## src/rtl/uart_ahb_pkg.sv

```systemverilog
// Shared encodings and the FSM state type for the UART AHB arbiter.
package uart_ahb_pkg;

  localparam logic [1:0] HTRANS_IDLE   = 2'b00;
  localparam logic [1:0] HTRANS_NONSEQ = 2'b10;

  localparam logic [1:0] HRESP_OKAY    = 2'b00;
  localparam logic [1:0] HRESP_ERROR   = 2'b01;

  localparam logic [2:0] HBURST_SINGLE = 3'b000;

  // Width of the data-phase wait counter; covers the full TIMEOUT range.
  localparam int unsigned WAIT_W = 16;

  typedef enum logic [1:0] {
    IDLE = 2'b00,
    ADDR = 2'b01,
    DATA = 2'b10
  } arb_state_e;

endpackage

```

## src/rtl/rr_arbiter2.sv

```systemverilog
// Two-way round-robin pick: a lone requester always wins, a tie goes to
// the pointer, and the pointer then moves to the loser.
module rr_arbiter2 (
  input  logic [1:0] req_i,
  input  logic       ptr_i,
  output logic       valid_o,
  output logic       winner_o,
  output logic       next_ptr_o
);

  assign valid_o    = |req_i;
  assign winner_o   = (req_i == 2'b11) ? ptr_i : req_i[1];
  assign next_ptr_o = ~winner_o;

endmodule

```

## src/rtl/uart_ahb_arbiter.sv

```systemverilog
// Two-requester AHB-Lite arbiter / single-beat transfer sequencer in front
// of the AHB-to-APB UART bridge slave port.
module uart_ahb_arbiter
  import uart_ahb_pkg::*;
#(
  parameter int unsigned ADDR_W  = 32,
  parameter int unsigned DATA_W  = 32,
  parameter int unsigned TIMEOUT = 255
) (
  input  logic                   clk_i,
  input  logic                   rst_ni,
  input  logic [1:0]             m_req_i,
  input  logic [1:0][ADDR_W-1:0] m_addr_i,
  input  logic [1:0]             m_write_i,
  input  logic [1:0][2:0]        m_size_i,
  input  logic [1:0][DATA_W-1:0] m_wdata_i,
  output logic [1:0]             m_gnt_o,
  output logic [1:0]             m_done_o,
  output logic [DATA_W-1:0]      m_rdata_o,
  output logic                   m_err_o,
  output logic                   m_timeout_o,
  output logic                   HSEL,
  output logic [ADDR_W-1:0]      HADDR,
  output logic [1:0]             HTRANS,
  output logic                   HWRITE,
  output logic [2:0]             HSIZE,
  output logic [2:0]             HBURST,
  output logic [DATA_W-1:0]      HWDATA,
  input  logic                   HREADYOUT_S,
  input  logic [1:0]             HRESP_S,
  input  logic [DATA_W-1:0]      HRDATA_S,
  output logic                   busy_o,
  output logic                   owner_o
);

  // Last wait count before the transfer is aborted.
  localparam logic [WAIT_W-1:0] WAIT_LAST = WAIT_W'(TIMEOUT - 1);

  arb_state_e        state_q, state_d;
  logic              owner_q, owner_d;
  logic              rr_ptr_q, rr_ptr_d;
  logic [ADDR_W-1:0] addr_q, addr_d;
  logic              write_q, write_d;
  logic [2:0]        size_q, size_d;
  logic [DATA_W-1:0] wdata_q, wdata_d;
  logic [1:0]        gnt_q, gnt_d;
  logic [1:0]        done_q, done_d;
  logic [DATA_W-1:0] rdata_q, rdata_d;
  logic              err_q, err_d;
  logic              timeout_q, timeout_d;
  logic [WAIT_W-1:0] wait_q, wait_d;

  logic arb_valid;
  logic arb_winner;
  logic arb_next_ptr;

  rr_arbiter2 u_rr (
    .req_i      (m_req_i),
    .ptr_i      (rr_ptr_q),
    .valid_o    (arb_valid),
    .winner_o   (arb_winner),
    .next_ptr_o (arb_next_ptr)
  );

  // Next-state and payload/result logic for the IDLE -> ADDR -> DATA sequence.
  always_comb begin
    // NOTE: every variable gets a default first so no path leaves one
    // unassigned and infers a latch.
    state_d   = state_q;
    owner_d   = owner_q;
    rr_ptr_d  = rr_ptr_q;
    addr_d    = addr_q;
    write_d   = write_q;
    size_d    = size_q;
    wdata_d   = wdata_q;
    gnt_d     = 2'b00;
    done_d    = 2'b00;
    rdata_d   = rdata_q;
    err_d     = err_q;
    timeout_d = timeout_q;
    wait_d    = wait_q;

    unique case (state_q)
      IDLE: begin
        if (arb_valid) begin
          owner_d            = arb_winner;
          rr_ptr_d           = arb_next_ptr;
          addr_d             = m_addr_i[arb_winner];
          write_d            = m_write_i[arb_winner];
          size_d             = m_size_i[arb_winner];
          wdata_d            = m_wdata_i[arb_winner];
          gnt_d[arb_winner]  = 1'b1;
          state_d            = ADDR;
        end
      end
      ADDR: begin
        if (HREADYOUT_S) state_d = DATA;
      end
      DATA: begin
        if (HREADYOUT_S) begin
          // Completion; an ERROR seen with ready low is just another wait.
          done_d[owner_q] = 1'b1;
          timeout_d       = 1'b0;
          wait_d          = '0;
          state_d         = IDLE;
          if (HRESP_S != HRESP_OKAY) begin
            err_d   = 1'b1;
            rdata_d = '0;
          end else begin
            err_d   = 1'b0;
            rdata_d = write_q ? '0 : HRDATA_S;
          end
        end else if (wait_q == WAIT_LAST) begin
          done_d[owner_q] = 1'b1;
          err_d           = 1'b1;
          timeout_d       = 1'b1;
          rdata_d         = '0;
          wait_d          = '0;
          state_d         = IDLE;
        end else begin
          wait_d = wait_q + WAIT_W'(1);
        end
      end
      default: state_d = IDLE;
    endcase
  end

  // State and payload registers; reset abandons any transfer without a done.
  always_ff @(posedge clk_i or negedge rst_ni) begin
    if (!rst_ni) begin
      state_q   <= IDLE;
      owner_q   <= 1'b0;
      rr_ptr_q  <= 1'b0;
      addr_q    <= '0;
      write_q   <= 1'b0;
      size_q    <= '0;
      wdata_q   <= '0;
      gnt_q     <= '0;
      done_q    <= '0;
      rdata_q   <= '0;
      err_q     <= 1'b0;
      timeout_q <= 1'b0;
      wait_q    <= '0;
    end else begin
      // NOTE: non-blocking assignments so every register samples the
      // pre-edge values, independent of statement order.
      state_q   <= state_d;
      owner_q   <= owner_d;
      rr_ptr_q  <= rr_ptr_d;
      addr_q    <= addr_d;
      write_q   <= write_d;
      size_q    <= size_d;
      wdata_q   <= wdata_d;
      gnt_q     <= gnt_d;
      done_q    <= done_d;
      rdata_q   <= rdata_d;
      err_q     <= err_d;
      timeout_q <= timeout_d;
      wait_q    <= wait_d;
    end
  end

  assign HSEL        = (state_q == ADDR);
  assign HTRANS      = (state_q == ADDR) ? HTRANS_NONSEQ : HTRANS_IDLE;
  assign HADDR       = addr_q;
  assign HWRITE      = write_q;
  assign HSIZE       = size_q;
  assign HBURST      = HBURST_SINGLE;
  assign HWDATA      = wdata_q;
  assign m_gnt_o     = gnt_q;
  assign m_done_o    = done_q;
  assign m_rdata_o   = rdata_q;
  assign m_err_o     = err_q;
  assign m_timeout_o = timeout_q;
  assign busy_o      = (state_q != IDLE);
  assign owner_o     = owner_q;

endmodule

```

## config.mk

```make
export PLATFORM = sky130hd
export DESIGN_NAME = uart_ahb_arbiter
export DESIGN_NICKNAME = d
export VERILOG_FILES = /design/src/rtl/uart_ahb_pkg.sv /design/src/rtl/rr_arbiter2.sv /design/src/rtl/uart_ahb_arbiter.sv
export SDC_FILE = /design/constraint.sdc
export NUM_CORES = 1
export LEC_CHECK = 0
export CAP_MARGIN = 20
export CORE_ASPECT_RATIO = 0.6
export CORE_MARGIN = 5
export CORE_UTILIZATION = 40
export DETAILED_ROUTE_END_ITERATION = 8
export PLACE_DENSITY = 0.8
export SETUP_SLACK_MARGIN = 0.3
export SLEW_MARGIN = 5
export SYNTH_ARGS = -nofsm -noshare
export SYNTH_HDL_FRONTEND = slang
export SYNTH_SLANG_ARGS = --single-unit
```

## constraint.sdc

```tcl
create_clock -name clk_i -period 3.1 [get_ports clk_i]
set_input_delay 0.62 -clock clk_i [delete_from_list [all_inputs] [get_ports clk_i]]
set_output_delay 0.62 -clock clk_i [all_outputs]
set_load 0.02 [all_outputs]
```

# == Word-level counts from Yosys, hierarchy flattened ==
# Cells that the tools add are included.
# word_totals
ff_bits,126
inputBits,175
out_inout_bits,114
elab_cells,70
# op_classes
add_sub_neg,1
n_lt_le_gt_ge,4
eq_ne,7
n_mux,34
n_bitwise,1
n_reduce_logical,10
# op_table
op,count
$mux W32,8
$mux W16,2
$mux W2,10
$add A16 B1 Y16 const B,1
$eq A16 B8 Y1 const B,1
$mux W1,9
$mux W3,2
$pmux W2 S3,1
$reduce_bool A2 Y1,3
$eq A2 B2 Y1 const B,2
$lt A1 B2 Y1 const B,2
$reduce_and A2 Y1,2
$ne A3 B3 Y1 const B,1
$reduce_and A3 Y1,1
$demux W1 S1,2
$eq A2 B1 Y1 const B,1
$ge A1 B1 Y1 const B,2
$logic_and A1 B1 Y1,2
$logic_not A2 Y1,1
$ne A2 B1 Y1 const B,1
$ne A2 B2 Y1 const B,1
$reduce_or A2 Y1,1
$not A1 Y1,1

# == Logic depth before layout (Yosys ltp) ==
# Gate-level depths: netlist (run 1).
# depth
word_depth,8
ltp_mapped,6
ltp_nobuf,5

# == Cells and area by module ==
# Synthesis (run 1) repeated with hierarchy kept, for this count alone.
# hier_totals
cells_unflattened,513
area_unflattened_um2,5580.4
# modules_own_cells
mod,n_inst,cells_each,area_each_um2,seq_area_each_um2
uart_ahb_arbiter,1,509,5557.8,3153.0
rr_arbiter2,1,4,22.5,0.0

# == Worst setup path before layout (run 1) ==
# Ideal clock, no wire load.
# synth_timing
path_type,input to register
startpoint,in HRESP_S[1]
endpoint,"reg rdata_q[11], in the netlist m_rdata_o[11]"
setup_time_ns,0.083
t_arrival_ns,1.719
required_time_ns,3.017
setup_slack_ns,1.299
path_stages,5
path_buffers,1
cell_sequence,or3_1 -> nor3_1 -> clkbuf_1 -> a22oi_1 -> o21ai_0
# synth_via
elab_chain_cells,3
# synth_rtl
item,line_no,rtl
start: declaration,uart_ahb_arbiter.sv:30,"input logic [1:0] HRESP_S,"
$reduce_bool A2 Y1,uart_ahb_arbiter.sv:106,if (HRESP_S != HRESP_OKAY) begin
$mux W32,uart_ahb_arbiter.sv:106,
$mux W32,uart_ahb_arbiter.sv:100,if (HREADYOUT_S) begin
end signal: assignment,uart_ahb_arbiter.sv:156,rdata_q <= rdata_d;
end: declaration,uart_ahb_arbiter.sv:48,"logic [DATA_W-1:0] rdata_q, rdata_d;"
# No other way between the ends.
# A chain may end at the register's enable or synchronous reset.

# == Worst setup path after layout (run 1) ==
# layout_timing
startpoint,reg state_q[1]
endpoint,out busy_o
# layout_via
elab_chain_cells,1
# layout_rtl
item,line_no,rtl
start: declaration,uart_ahb_arbiter.sv:39,"arb_state_e state_q, state_d;"
start signal: assignment,uart_ahb_arbiter.sv:147,state_q <= state_d;
$reduce_bool A2 Y1,uart_ahb_arbiter.sv:175,assign busy_o = (state_q != IDLE);
end: declaration,uart_ahb_arbiter.sv:32,"output logic busy_o,"
# No other way between the ends.

==> out/summary.txt, run 1 <==
========================================================================================================
Result of the run ......................................................................... complete, no violations
Vias ......................................................................................        5,304
Starting utilization of the core area .....................................................        40.3%
Final setup violation count ...............................................................            0
Highest fanout seen on the critical path ..................................................            5
Antenna cells .............................................................................            0
Worst min-delay path category ............................................................. primary input to asynchronous set/reset pin
Tightest hold margin ......................................................................     0.288 ns
Worst-Skew Late Latency ...................................................................      0.40 ns
Final critical path time including I/O delays and setup ...................................      2.48 ns
Violation count after the first detailed-routing iteration ................................          446
Die width .................................................................................       165 um
Final hold violation count ................................................................            0
Highest achievable clock rate .............................................................      404 MHz
Port Buffer Count .........................................................................          284
Commonest cells after routing, fill and taps aside ........................................ sky130_fd_sc_hd__clkdlybuf4s50_1, sky130_fd_sc_hd__dfrtp_1, sky130_fd_sc_hd__o21ai_0
Busiest metal layer after global routing ..................................................         met2
Internal reg-to-reg setup slack ...........................................................      0.84 ns
Share of flip-flops with an asynchronous set or reset .....................................         100%
MaxCap Viol Count .........................................................................            0
Area delta synth->final ...................................................................        61.6%
Number of slew-limit violations in the final report .......................................            0
Dominant cell type by area after synthesis ................................................ sky130_fd_sc_hd__dfrtp_1
Yosys reg bits ............................................................................          126
Crit share post-route .....................................................................        79.8%
Clock sinks ...............................................................................          126
Cts-stage hold buffer count ...............................................................            0
Count of buffers added by post-CTS timing repair for setup ................................            0
Drt total wl ..............................................................................    18,400 um
Drc violations ............................................................................            0
Data required, critical path ..............................................................      2.48 ns
Post-synthesis sequential area ratio ......................................................        54.8%
P_sw ......................................................................................      3.68 mW
Last weighted congestion value of the routability-driven placer ...........................        0.855
Deepest clock path buffer count ...........................................................            2
Average routed wire per standard cell .....................................................      17.8 um
CTS buffer count ..........................................................................           17
Synthesized instance count ................................................................          550
Rows ......................................................................................           34
Maximum VDD drop ..........................................................................   0.000594 V
Grt met2 use ..............................................................................        36.7%
Count of antenna-violating nets left after detailed routing ...............................            0
Filler cells ..............................................................................        1,124
Met3 usage in global routing ..............................................................        8.03%
Data arrival time of the critical path ....................................................      1.86 ns
Number of enable flip-flop cells after synthesis ..........................................            0
Full die area .............................................................................  17,000 um^2
P_leak ....................................................................................      4.24 nW
Final sum of negative setup slack .........................................................         0 ns
Slew headroom .............................................................................        33.0%
Setup slack at placement ..................................................................     0.427 ns
CTS tree ..................................................................................        built
RSZ-0062 raised after global routing ......................................................        false
Clock tree root buffer cell ............................................................... sky130_fd_sc_hd__clkbuf_16
Clock network fraction of design power ....................................................        19.4%
Most common cell after layout, fill and taps aside ........................................ sky130_fd_sc_hd__clkdlybuf4s50_1
Per-cell via count in the routed design ...................................................         5.15
Main flop type after synthesis ............................................................ sky130_fd_sc_hd__dfrtp_1
Initial antenna violation count ...........................................................            0
Worst clock skew on the final layout ......................................................   0.00739 ns
Count of different cell masters after synthesis ...........................................           43
Total track usage .........................................................................        21.5%
Proportion of total power due to net switching ............................................        39.3%
Total number of H-tree levels .............................................................            4
Share of the synthesized area in the top cell type ........................................        54.8%
Total power per unit cell area ............................................................ 1010 nW/um^2
Crit Path Class ........................................................................... flop to output pin
Post-CTS clock slew at the launch and capture registers of the worst setup and hold paths .      0.06 ns
Slew of the pin with the lowest slew margin ...............................................      1.00 ns
GR Layer Usage met1 .......................................................................        25.6%
Proportion of power drawn by flip-flops and latches .......................................        32.4%
Area of the placeable core ................................................................  14,300 um^2
Placement Cell Area .......................................................................    8770 um^2
Area of the mapped netlist ................................................................    5760 um^2
Fraction of final layout cells with drive strength greater than 1 .........................        5.53%
Comb pwr share ............................................................................        48.2%
Cell types with the largest area share after synthesis .................................... sky130_fd_sc_hd__dfrtp_1, sky130_fd_sc_hd__mux2i_1, sky130_fd_sc_hd__o21ai_0
First-pass GRT wire length ................................................................    28,700 um
Post-route cell area ......................................................................    9310 um^2
First-pass iteration count of the detailed router .........................................            5
Minimum setup slack in the final design ...................................................     0.625 ns
Congestion Overflow GR ....................................................................            0
Cells resized by post-CTS repair ..........................................................            0
Vias in the first global route ............................................................        5,630
Yosys Warn Count ..........................................................................            0
Critical path capture point type ..........................................................   output pin
Mean post-synth cell area .................................................................    10.5 um^2
Net count, final ..........................................................................          998
CP Launch Type ............................................................................         flop
Power consumption .........................................................................      9.38 mW
Largest net degree at the start of global routing .........................................          127
Die boundary height .......................................................................       103 um
Count of pins on the block boundary .......................................................          289
Internal power component ..................................................................      5.69 mW
Detail Placement HPWL .....................................................................    13,700 um
========================================================================================================
path summary, 6_finish.rpt:
| check | startpoint | endpoint | cells after the start |
|---|---|---|---|
| max reg2reg | state_q[1] | HADDR[16] | 5 |
| min | rst_ni | m_rdata_o[30] | 2 |
| min in group clk_i | HADDR[10] | HADDR[10] | 2 |
| max in group asynchronous | rst_ni | HADDR[17] | 2 |
| min reg2reg | HADDR[10] | HADDR[10] | 2 |
| max | state_q[1] | busy_o | 3 |
sequential cells by signal, indices dropped and copies added, names as in the netlist:
signal	flops
HADDR	32
rr_ptr_q	1
wait_q	16
m_timeout_o	1
owner_o	1
HWRITE	1
state_q	2
m_done_o	2
m_rdata_o	32
m_err_o	1
HWDATA	32
HSIZE	3
m_gnt_o	2
cells in the mapped netlist (2+ instances only):
cell                       instances
sky130_fd_sc_hd__a21oi_1           7
sky130_fd_sc_hd__and4_1            2
sky130_fd_sc_hd__nand4_2           2
sky130_fd_sc_hd__xnor2_1           5
sky130_fd_sc_hd__o21a_1            3
sky130_fd_sc_hd__clkbuf_2          2
sky130_fd_sc_hd__or3_1             4
sky130_fd_sc_hd__nand2b_1          3
sky130_fd_sc_hd__a22oi_1          35
sky130_fd_sc_hd__clkbuf_1         23
sky130_fd_sc_hd__buf_2            11
sky130_fd_sc_hd__o31ai_1           2
sky130_fd_sc_hd__or4_1             3
sky130_fd_sc_hd__nand4_1           2
sky130_fd_sc_hd__a21boi_0          2
sky130_fd_sc_hd__mux2i_1          38
sky130_fd_sc_hd__nor2_1            8
sky130_fd_sc_hd__nand3_1           5
sky130_fd_sc_hd__dfrtp_1         126
sky130_fd_sc_hd__buf_4             5
sky130_fd_sc_hd__o211ai_1          5
sky130_fd_sc_hd__o21ai_1           5
sky130_fd_sc_hd__ha_1              2
sky130_fd_sc_hd__nand2_1          54
sky130_fd_sc_hd__nor3_1            3
sky130_fd_sc_hd__nor4_1            4
sky130_fd_sc_hd__a221o_1          31
sky130_fd_sc_hd__and3_1           33
sky130_fd_sc_hd__inv_1            40
sky130_fd_sc_hd__o21ai_0          71
sky130_fd_sc_hd__o311ai_0          2
worst max-delay path, cell delays in order, from the launching register on:
cell                              delay [ns]
sky130_fd_sc_hd__dfrtp_1                0.43
sky130_fd_sc_hd__nor2_1                 0.40
sky130_fd_sc_hd__inv_1                  0.08
sky130_fd_sc_hd__clkdlybuf4s50_1        0.55
routing by layer:
metal,vias up,wire [um]
li1,2532,-
met1,2546,7230
met2,203,9090
met3,23,1810
met4,0,247
met5,-,0
cell families (layout without fill, tap and decap cells):
| logic type | Yosys count | after routing | synth area share [%] |
|---|---|---|---|
| AO/OA/AOI/OAI | 167 | 167 | 19.6 |
| AND/OR/NAND/NOR | 128 | 128 | 11.7 |
| XOR/XNOR | 5 | 5 | 0.761 |
| flip-flops | 126 | 126 | 54.8 |
| adder cells (fa/ha/maj) | 2 | 2 | 0.435 |
| buffers and inverters | 83 | 362 | 6.02 |
| other | 1 | 4 | 0.0651 |
| multiplexers | 38 | 38 | 6.61 |
cell type report:
class	instances	area, um^2	share of cell area (%)
repair buffers	291	2920	31.4
flip-flops and latches	126	3150	33.9
inverters	41	154	1.65
clock inverters	10	92.6	0.995
well taps	198	248	2.66
clock buffers	20	447	4.80
multi-input cells	344	2290	24.6
power by group through the flow:
stage	clock network, mW	registers (mW)	logic [mW]
global placement	0	2.97	4.45
detailed placement	0	3.02	4.57
floorplan	0	3.73	1.64
finish	1.82	3.04	4.52
global route	1.94	3.14	4.91
CTS	1.86	3.03	4.58
metrics by stage:
stage	cells	util (%)
after global placement	1000	61.3
after global routing	1030	65.1
after CTS	1030	65.1
final	1030	65.1
after floorplan	553	-
after detailed placement	1000	61.3
Note: power is estimated with default switching activity, not from simulation.
==> run 2, diff against run 1 <==
--- a/config.mk
+++ b/config.mk
@@ -8,9 +8,9 @@
 export CAP_MARGIN = 20
 export CORE_ASPECT_RATIO = 0.6
 export CORE_MARGIN = 5
-export CORE_UTILIZATION = 40
+export CORE_UTILIZATION = 37
 export DETAILED_ROUTE_END_ITERATION = 8
-export PLACE_DENSITY = 0.8
+export PLACE_DENSITY = 0.78
 export SETUP_SLACK_MARGIN = 0.3
 export SLEW_MARGIN = 5
 export SYNTH_ARGS = -nofsm -noshare
==> constraint.sdc (replaced) <==
create_clock -name clk_i -period 2.2 [get_ports clk_i]
set_input_delay 0.44 -clock clk_i [delete_from_list [all_inputs] [get_ports clk_i]]
set_output_delay 0.44 -clock clk_i [all_outputs]
set_load 0.02 [all_outputs]
==> out/summary.txt, run 2 (synthesis gave the netlist of run 1 again) <==
========================================================================================================
Result of the run ......................................................................... complete, no violations   unchanged
Clock tree root buffer cell ............................................................... sky130_fd_sc_hd__clkbuf_16   unchanged
Buffer and inverter count on the worst path ...............................................            1   was 2
Vias ......................................................................................        5,391   was 5,304
Data arrival time of the critical path ....................................................      1.42 ns   was 1.86 ns
Final critical path time including I/O delays and setup ...................................      1.86 ns
Worst clock skew on the final layout ......................................................    0.0123 ns   was 0.00739 ns
Last weighted congestion value of the routability-driven placer ...........................        0.840   was 0.855
Total number of H-tree levels .............................................................            4   unchanged
Count of antenna-violating nets left after detailed routing ...............................            0   unchanged
Count of pins on the block boundary .......................................................          289   unchanged
Worst R2R Path Depth ......................................................................            5   unchanged
Drt total wl ..............................................................................    20,000 um   was 18,400 um
Final hold violation count ................................................................            0   unchanged
Placed cells ..............................................................................        1,022   was 1,000
Starting utilization of the core area .....................................................        37.7%   was 40.3%
Crit Path Class ........................................................................... flop to output pin   unchanged
Final sum of negative setup slack .........................................................         0 ns   unchanged
RSZ-0062 raised after global routing ......................................................        false   unchanged
Data required, critical path ..............................................................      1.76 ns   was 2.48 ns
Net count, final ..........................................................................        1,020   was 998
Die width .................................................................................       171 um   was 165 um
Antenna cells .............................................................................            0   unchanged
Number of slew-limit violations in the final report .......................................            0   unchanged
CTS buffer count ..........................................................................           17   unchanged
Power consumption .........................................................................      13.5 mW   was 9.38 mW
Deepest clock path buffer count ...........................................................            2   unchanged
Highest fanout seen on the critical path ..................................................            3   was 5
Total track usage .........................................................................        21.5%   about the same
Commonest cells after routing, fill and taps aside ........................................ sky130_fd_sc_hd__clkdlybuf4s50_1, sky130_fd_sc_hd__dfrtp_1, sky130_fd_sc_hd__o21ai_0   unchanged
Congestion Overflow GR ....................................................................            0   unchanged
Rows ......................................................................................           35   was 34
Worst hold path stage count ...............................................................            2
Slew headroom .............................................................................        64.7%   was 33.0%
Initial antenna violation count ...........................................................            1   was 0
Most common cell after layout, fill and taps aside ........................................ sky130_fd_sc_hd__clkdlybuf4s50_1   unchanged
Crit path max-delay family ................................................................ buffers and inverters   unchanged
Crit share post-route .....................................................................        84.5%
Critical Path Slowest Stage Cell .......................................................... sky130_fd_sc_hd__clkdlybuf4s50_1   unchanged
Post-CTS clock slew at the launch and capture registers of the worst setup and hold paths .      0.06 ns   about the same
Full die area .............................................................................  18,200 um^2   was 17,000 um^2
Largest stage delay on the critical path ..................................................      0.63 ns   was 0.55 ns
Number of cells in the finished layout apart from fillers .................................        1,059   was 1,030
CTS tree ..................................................................................        built   unchanged
CP Launch Type ............................................................................         flop   unchanged
Filler cells ..............................................................................        1,271   was 1,124
Average routed wire per standard cell .....................................................      18.8 um   was 17.8 um
Worst-Skew Late Latency ...................................................................      0.41 ns   was 0.40 ns
Vias in the first global route ............................................................        5,463   was 5,630
Fraction of final layout cells with drive strength greater than 1 .........................        8.88%   was 5.53%
Violation count after the first detailed-routing iteration ................................          474   was 446
Area of the placeable core ................................................................  15,300 um^2   was 14,300 um^2
MaxCap Viol Count .........................................................................            0   unchanged
WP depth ..................................................................................            1   was 3
First-pass iteration count of the detailed router .........................................            5   unchanged
Highest achievable clock rate .............................................................      538 MHz
Drc violations ............................................................................            0   unchanged
Area delta synth->final ...................................................................        67.1%   was 61.6%
First-pass GRT wire length ................................................................    30,500 um   was 28,700 um
Detail Placement HPWL .....................................................................    14,800 um   was 13,700 um
Critical path capture point type ..........................................................   output pin   unchanged
Maximum VDD drop ..........................................................................   0.000758 V   was 0.000594 V
Tightest hold margin ......................................................................     0.474 ns   was 0.288 ns
Total power per unit cell area ............................................................ 1400 nW/um^2   was 1010 nW/um^2
Worst min-delay path category ............................................................. flop to flop   was primary input to asynchronous set/reset pin
Final setup violation count ...............................................................            0   unchanged
Slew of the pin with the lowest slew margin ...............................................     0.529 ns   was 1.00 ns
Cells along the critical path ............................................................. clkdlybuf4s50_1   was nor2_1 -> inv_1 -> clkdlybuf4s50_1
Clock sinks ...............................................................................          126   unchanged
Port Buffer Count .........................................................................          284   unchanged
P_leak ....................................................................................      4.61 nW   was 4.24 nW
Per-cell via count in the routed design ...................................................         5.09   was 5.15
Largest net degree at the start of global routing .........................................           52   was 127
Die boundary height .......................................................................       107 um   was 103 um
========================================================================================================
-- run 2: power breakdown --
group	switching (mW)	internal [mW]	total [mW]	leakage (nW)
registers	0.850	3.42	4.27	1.47
logic	3.41	3.11	6.52	2.87
clock network	1.11	1.60	2.71	0.279
-- run 2: worst paths after layout --
check                                   start       endpoint  slack [ns]
max in group asynchronous              rst_ni  m_rdata_o[16]        0.96
worst max register to register      wait_q[1]     wait_q[14]        0.38
min in group asynchronous              rst_ni   m_rdata_o[6]        0.57
worst max-delay path            m_rdata_o[27]  m_rdata_o[27]        0.34
worst min-delay path                HADDR[12]      HADDR[12]        0.47
worst min register to register      HADDR[12]      HADDR[12]        0.47
-- run 2: timing repair --
item / CTS / global route
pin swaps: 1 / 0
hold buffers: 1 / 0
setup buffers: 4 / 0
endpoints found under the hold margin: 9 / 0
gates resized for setup: 12 / 31
endpoints found under the setup margin: 41 / 32
-- run 2: layout make-up --
type                    instances  area (um^2)  area share [%]
clock buffers                  18          439            4.56
clock inverters                14          133            1.38
inverters                      41          154            1.60
multi-input cells             344         2300            23.9
flip-flops and latches        126         3160            32.8
well taps                     203          254            2.64
repair buffers                313         3180            33.1
-- run 2: routing by layer --
layer | track usage (%) | wire [um] | vias up
met3 | 8.29 | 2000 | 16
met1 | 29.1 | 8420 | 2590
met4 | 5.09 | 174 | 2
met2 | 32.9 | 9350 | 208
met5 | 0 | 13 | -
li1 | - | - | 2575
-- run 2: worst min-delay path, stage by stage, from the launching register on --
cell	delay (ns)
sky130_fd_sc_hd__dfrtp_1	0.34
sky130_fd_sc_hd__nand2_1	0.04
sky130_fd_sc_hd__o21ai_0	0.06
-- run 2: per-stage QoR --
step                worst slack [ns]  cell area, um^2  utilization (%)
finish                         0.340             9620             62.9
detailed placement             0.109             8950             58.6
floorplan                      0.527             5770                -
global route                   0.301             9620             62.9
global placement               0.164             8950             58.6
CTS                            0.302             9560             62.5
==> run 3, diff against run 2 <==
==> constraint.sdc (replaced) <==
create_clock -name clk_i -period 1.7 [get_ports clk_i]
set_input_delay 0.34 -clock clk_i [delete_from_list [all_inputs] [get_ports clk_i]]
set_output_delay 0.34 -clock clk_i [all_outputs]
set_load 0.02 [all_outputs]
==> out/summary.txt, run 3 (synthesis gave the netlist of run 1 again) <==
========================================================================================================
Final hold violation count ................................................................            0   unchanged
Count of antenna-violating nets left after detailed routing ...............................            0   unchanged
Most repeated library cell on the critical path ........................................... sky130_fd_sc_hd__buf_6
Highest fanout seen on the critical path ..................................................            8   was 3
CTS tree ..................................................................................        built   unchanged
Power consumption .........................................................................      20.8 mW   was 13.5 mW
Die boundary height .......................................................................       107 um   unchanged
Most common cell after layout, fill and taps aside ........................................ sky130_fd_sc_hd__clkdlybuf4s50_1   unchanged
Clock tree root buffer cell ............................................................... sky130_fd_sc_hd__clkbuf_16   unchanged
Port Buffer Count .........................................................................          284   unchanged
Crit share post-route .....................................................................         103%
Final sum of negative setup slack .........................................................    -0.942 ns   was 0 ns
Minimum setup slack in the final design ...................................................   -0.0453 ns   was 0.340 ns
Worst setup path startpoint ...............................................................   wait_q[10]   was m_rdata_o[27]
First-pass GRT wire length ................................................................    33,400 um   was 30,500 um
Largest stage delay on the critical path ..................................................      0.41 ns   was 0.63 ns
Total track usage .........................................................................        23.5%   was 21.5%
Maximum VDD drop ..........................................................................    0.00105 V   was 0.000758 V
P_leak ....................................................................................      5.12 nW   was 4.61 nW
Average routed wire per standard cell .....................................................      20.6 um   was 18.8 um
Critical path capture point type ..........................................................         flop   was output pin
Vias in the first global route ............................................................        6,025   was 5,463
Total number of H-tree levels .............................................................            4   unchanged
Worst-Skew Late Latency ...................................................................      0.41 ns   about the same
Drt total wl ..............................................................................    23,300 um   was 20,000 um
Number of slew-limit violations in the final report .......................................            0   unchanged
Per-cell via count in the routed design ...................................................         5.30   was 5.09
Final critical path time including I/O delays and setup ...................................      1.75 ns
MaxCap Viol Count .........................................................................            0   unchanged
Result of the run ......................................................................... finished, violations left   was complete, no violations
Largest net degree at the start of global routing .........................................           65   was 52
Highest achievable clock rate .............................................................      573 MHz
Commonest cells after routing, fill and taps aside ........................................ sky130_fd_sc_hd__clkdlybuf4s50_1, sky130_fd_sc_hd__dfrtp_1, sky130_fd_sc_hd__buf_2   was sky130_fd_sc_hd__clkdlybuf4s50_1, sky130_fd_sc_hd__dfrtp_1, sky130_fd_sc_hd__o21ai_0
Clock sinks ...............................................................................          126   unchanged
Post-CTS clock slew at the launch and capture registers of the worst setup and hold paths .      0.06 ns   about the same
Starting utilization of the core area .....................................................        37.7%   unchanged
Tightest hold margin ......................................................................     0.372 ns   was 0.474 ns
Worst R2R Path Depth ......................................................................            7   was 5
Startpoint of the worst-slack reg-to-reg timing path ......................................   wait_q[10]   was wait_q[1]
RSZ-0062 raised after global routing ......................................................         true   was false
Cells along the critical path ............................................................. nor4_2 -> nand4_1 -> buf_6 -> o21ai_4 -> buf_6 -> clkbuf_16 -> o21ai_1   was clkdlybuf4s50_1
Violation count after the first detailed-routing iteration ................................          453   was 474
RR Endpoint ............................................................................... m_rdata_o[0]   was wait_q[14]
Last weighted congestion value of the routability-driven placer ...........................        0.802   was 0.840
Violations in the final reports ........................................................... negative setup slack
Internal reg-to-reg setup slack ...........................................................     -0.05 ns   was 0.38 ns
Critical Path Slowest Stage Cell .......................................................... sky130_fd_sc_hd__dfrtp_1   was sky130_fd_sc_hd__clkdlybuf4s50_1
Data required, critical path ..............................................................      1.99 ns   was 1.76 ns
Area of the placeable core ................................................................  15,300 um^2   unchanged
Rows ......................................................................................           35   unchanged
Crit Path Class ........................................................................... flop to flop   was flop to output pin
Crit path max-delay family ................................................................ simple AND/OR/NAND/NOR gates   was buffers and inverters
CTS buffer count ..........................................................................           17   unchanged
CP Launch Type ............................................................................         flop   unchanged
Worst min-delay path category ............................................................. primary input to asynchronous set/reset pin   was flop to flop
Buffer and inverter count on the worst path ...............................................            3   was 1
First-pass iteration count of the detailed router .........................................            7   was 5
Total power per unit cell area ............................................................ 1930 nW/um^2   was 1400 nW/um^2
Deepest clock path buffer count ...........................................................            2   unchanged
Data arrival time of the critical path ....................................................      2.03 ns   was 1.42 ns
Count of pins on the block boundary .......................................................          289   unchanged
Die width .................................................................................       171 um   unchanged
Initial antenna violation count ...........................................................            1   unchanged
Final setup violation count ...............................................................           41   was 0
Drc violations ............................................................................            0   unchanged
Net count, final ..........................................................................        1,091   was 1,020
Vias ......................................................................................        5,997   was 5,391
Detail Placement HPWL .....................................................................    14,500 um   was 14,800 um
Fraction of final layout cells with drive strength greater than 1 .........................        40.1%   was 8.88%
Worst clock skew on the final layout ......................................................    0.0139 ns   was 0.0123 ns
Area delta synth->final ...................................................................        86.7%   was 67.1%
Congestion Overflow GR ....................................................................            0   unchanged
Full die area .............................................................................  18,200 um^2   unchanged
========================================================================================================
-- run 3: changes by cell type in the layout (fill, tap and decap cells not counted), sizes merged, moves of 3 or more --
cell and delta:
buf +172, bufinv +3, clkbuf +6, clkdlybuf4s50 -80
dlygate4sd2 -4, dlymetal6s2s -23, inv -4
-- run 3: report_power, final --
part	leakage (nW)	internal [mW]	switching [mW]
sequential	1.46	4.43	1.14
combinational	3.35	5.30	6.01
clock	0.304	2.50	1.42
total	5.12	12.2	8.57
-- run 3: area by class of cell --
cell class | count | area (um^2)
Clock buffer | 19 | 443
Tap cell | 203 | 254
Clock inverter | 13 | 189
Inverter | 41 | 156
Multi-Input combinational cell | 345 | 2890
Sequential cell | 126 | 3160
Antenna cell | 1 | 2.50
Fill cell | 1068 | 4540
Timing Repair Buffer | 383 | 3650
-- run 3: what timing repair did --
action | 4_1_cts | 5_1_grt
gates resized for setup | 536 | 149
hold buffers | 1 | 0
setup buffers | 16 | 6
pin swaps | 48 | 26
cloned | 11 | 8
endpoints found under the hold margin | 19 | 0
endpoints found under the setup margin | 228 | 159
-- run 3: worst max path at each step --
| stage | slack [ns] | endpoint | depth (start not counted) |
|---|---|---|---|
| global placement | -0.24 | HADDR[24] | 5 |
| detailed placement | -0.28 | HADDR[30] | 5 |
| floorplan | 0.07 | m_rdata_o[10] | 5 |
| finish | -0.05 | m_rdata_o[0] | 7 |
| CTS | 0.01 | m_done_o[1] | 7 |
| global route | -0.11 | m_rdata_o[17] | 7 |
-- run 3: per-stage QoR --
step	setup WS (ns)	area, um^2	instances	utilization [%]
after floorplan	0.0673	5870	553	-
after global placement	-0.236	9330	1056	61.0
after detailed placement	-0.280	9330	1056	61.0
after CTS	0.0113	10300	1116	67.5
after global routing	-0.109	10700	1131	70.3
final	-0.0453	10700	1131	70.3
-- run 3: worst reg2reg max path, stage by stage, from the launching register on --
cell and delay [ns]:
sky130_fd_sc_hd__dfrtp_1 0.41, sky130_fd_sc_hd__nor4_2 0.33, sky130_fd_sc_hd__nand4_1 0.16, sky130_fd_sc_hd__buf_6 0.16
sky130_fd_sc_hd__o21ai_4 0.18, sky130_fd_sc_hd__buf_6 0.16, sky130_fd_sc_hd__clkbuf_16 0.16, sky130_fd_sc_hd__o21ai_1 0.06
-- run 3: per-layer routing --
metal / vias to the layer above / track usage (%) / wire length, um
met5: - / 0 / 0
met4: 0 / 5.37 / 338
met3: 33 / 9.43 / 2160
met2: 245 / 37.0 / 10900
met1: 2976 / 30.7 / 9860
li1: 2743 / - / -
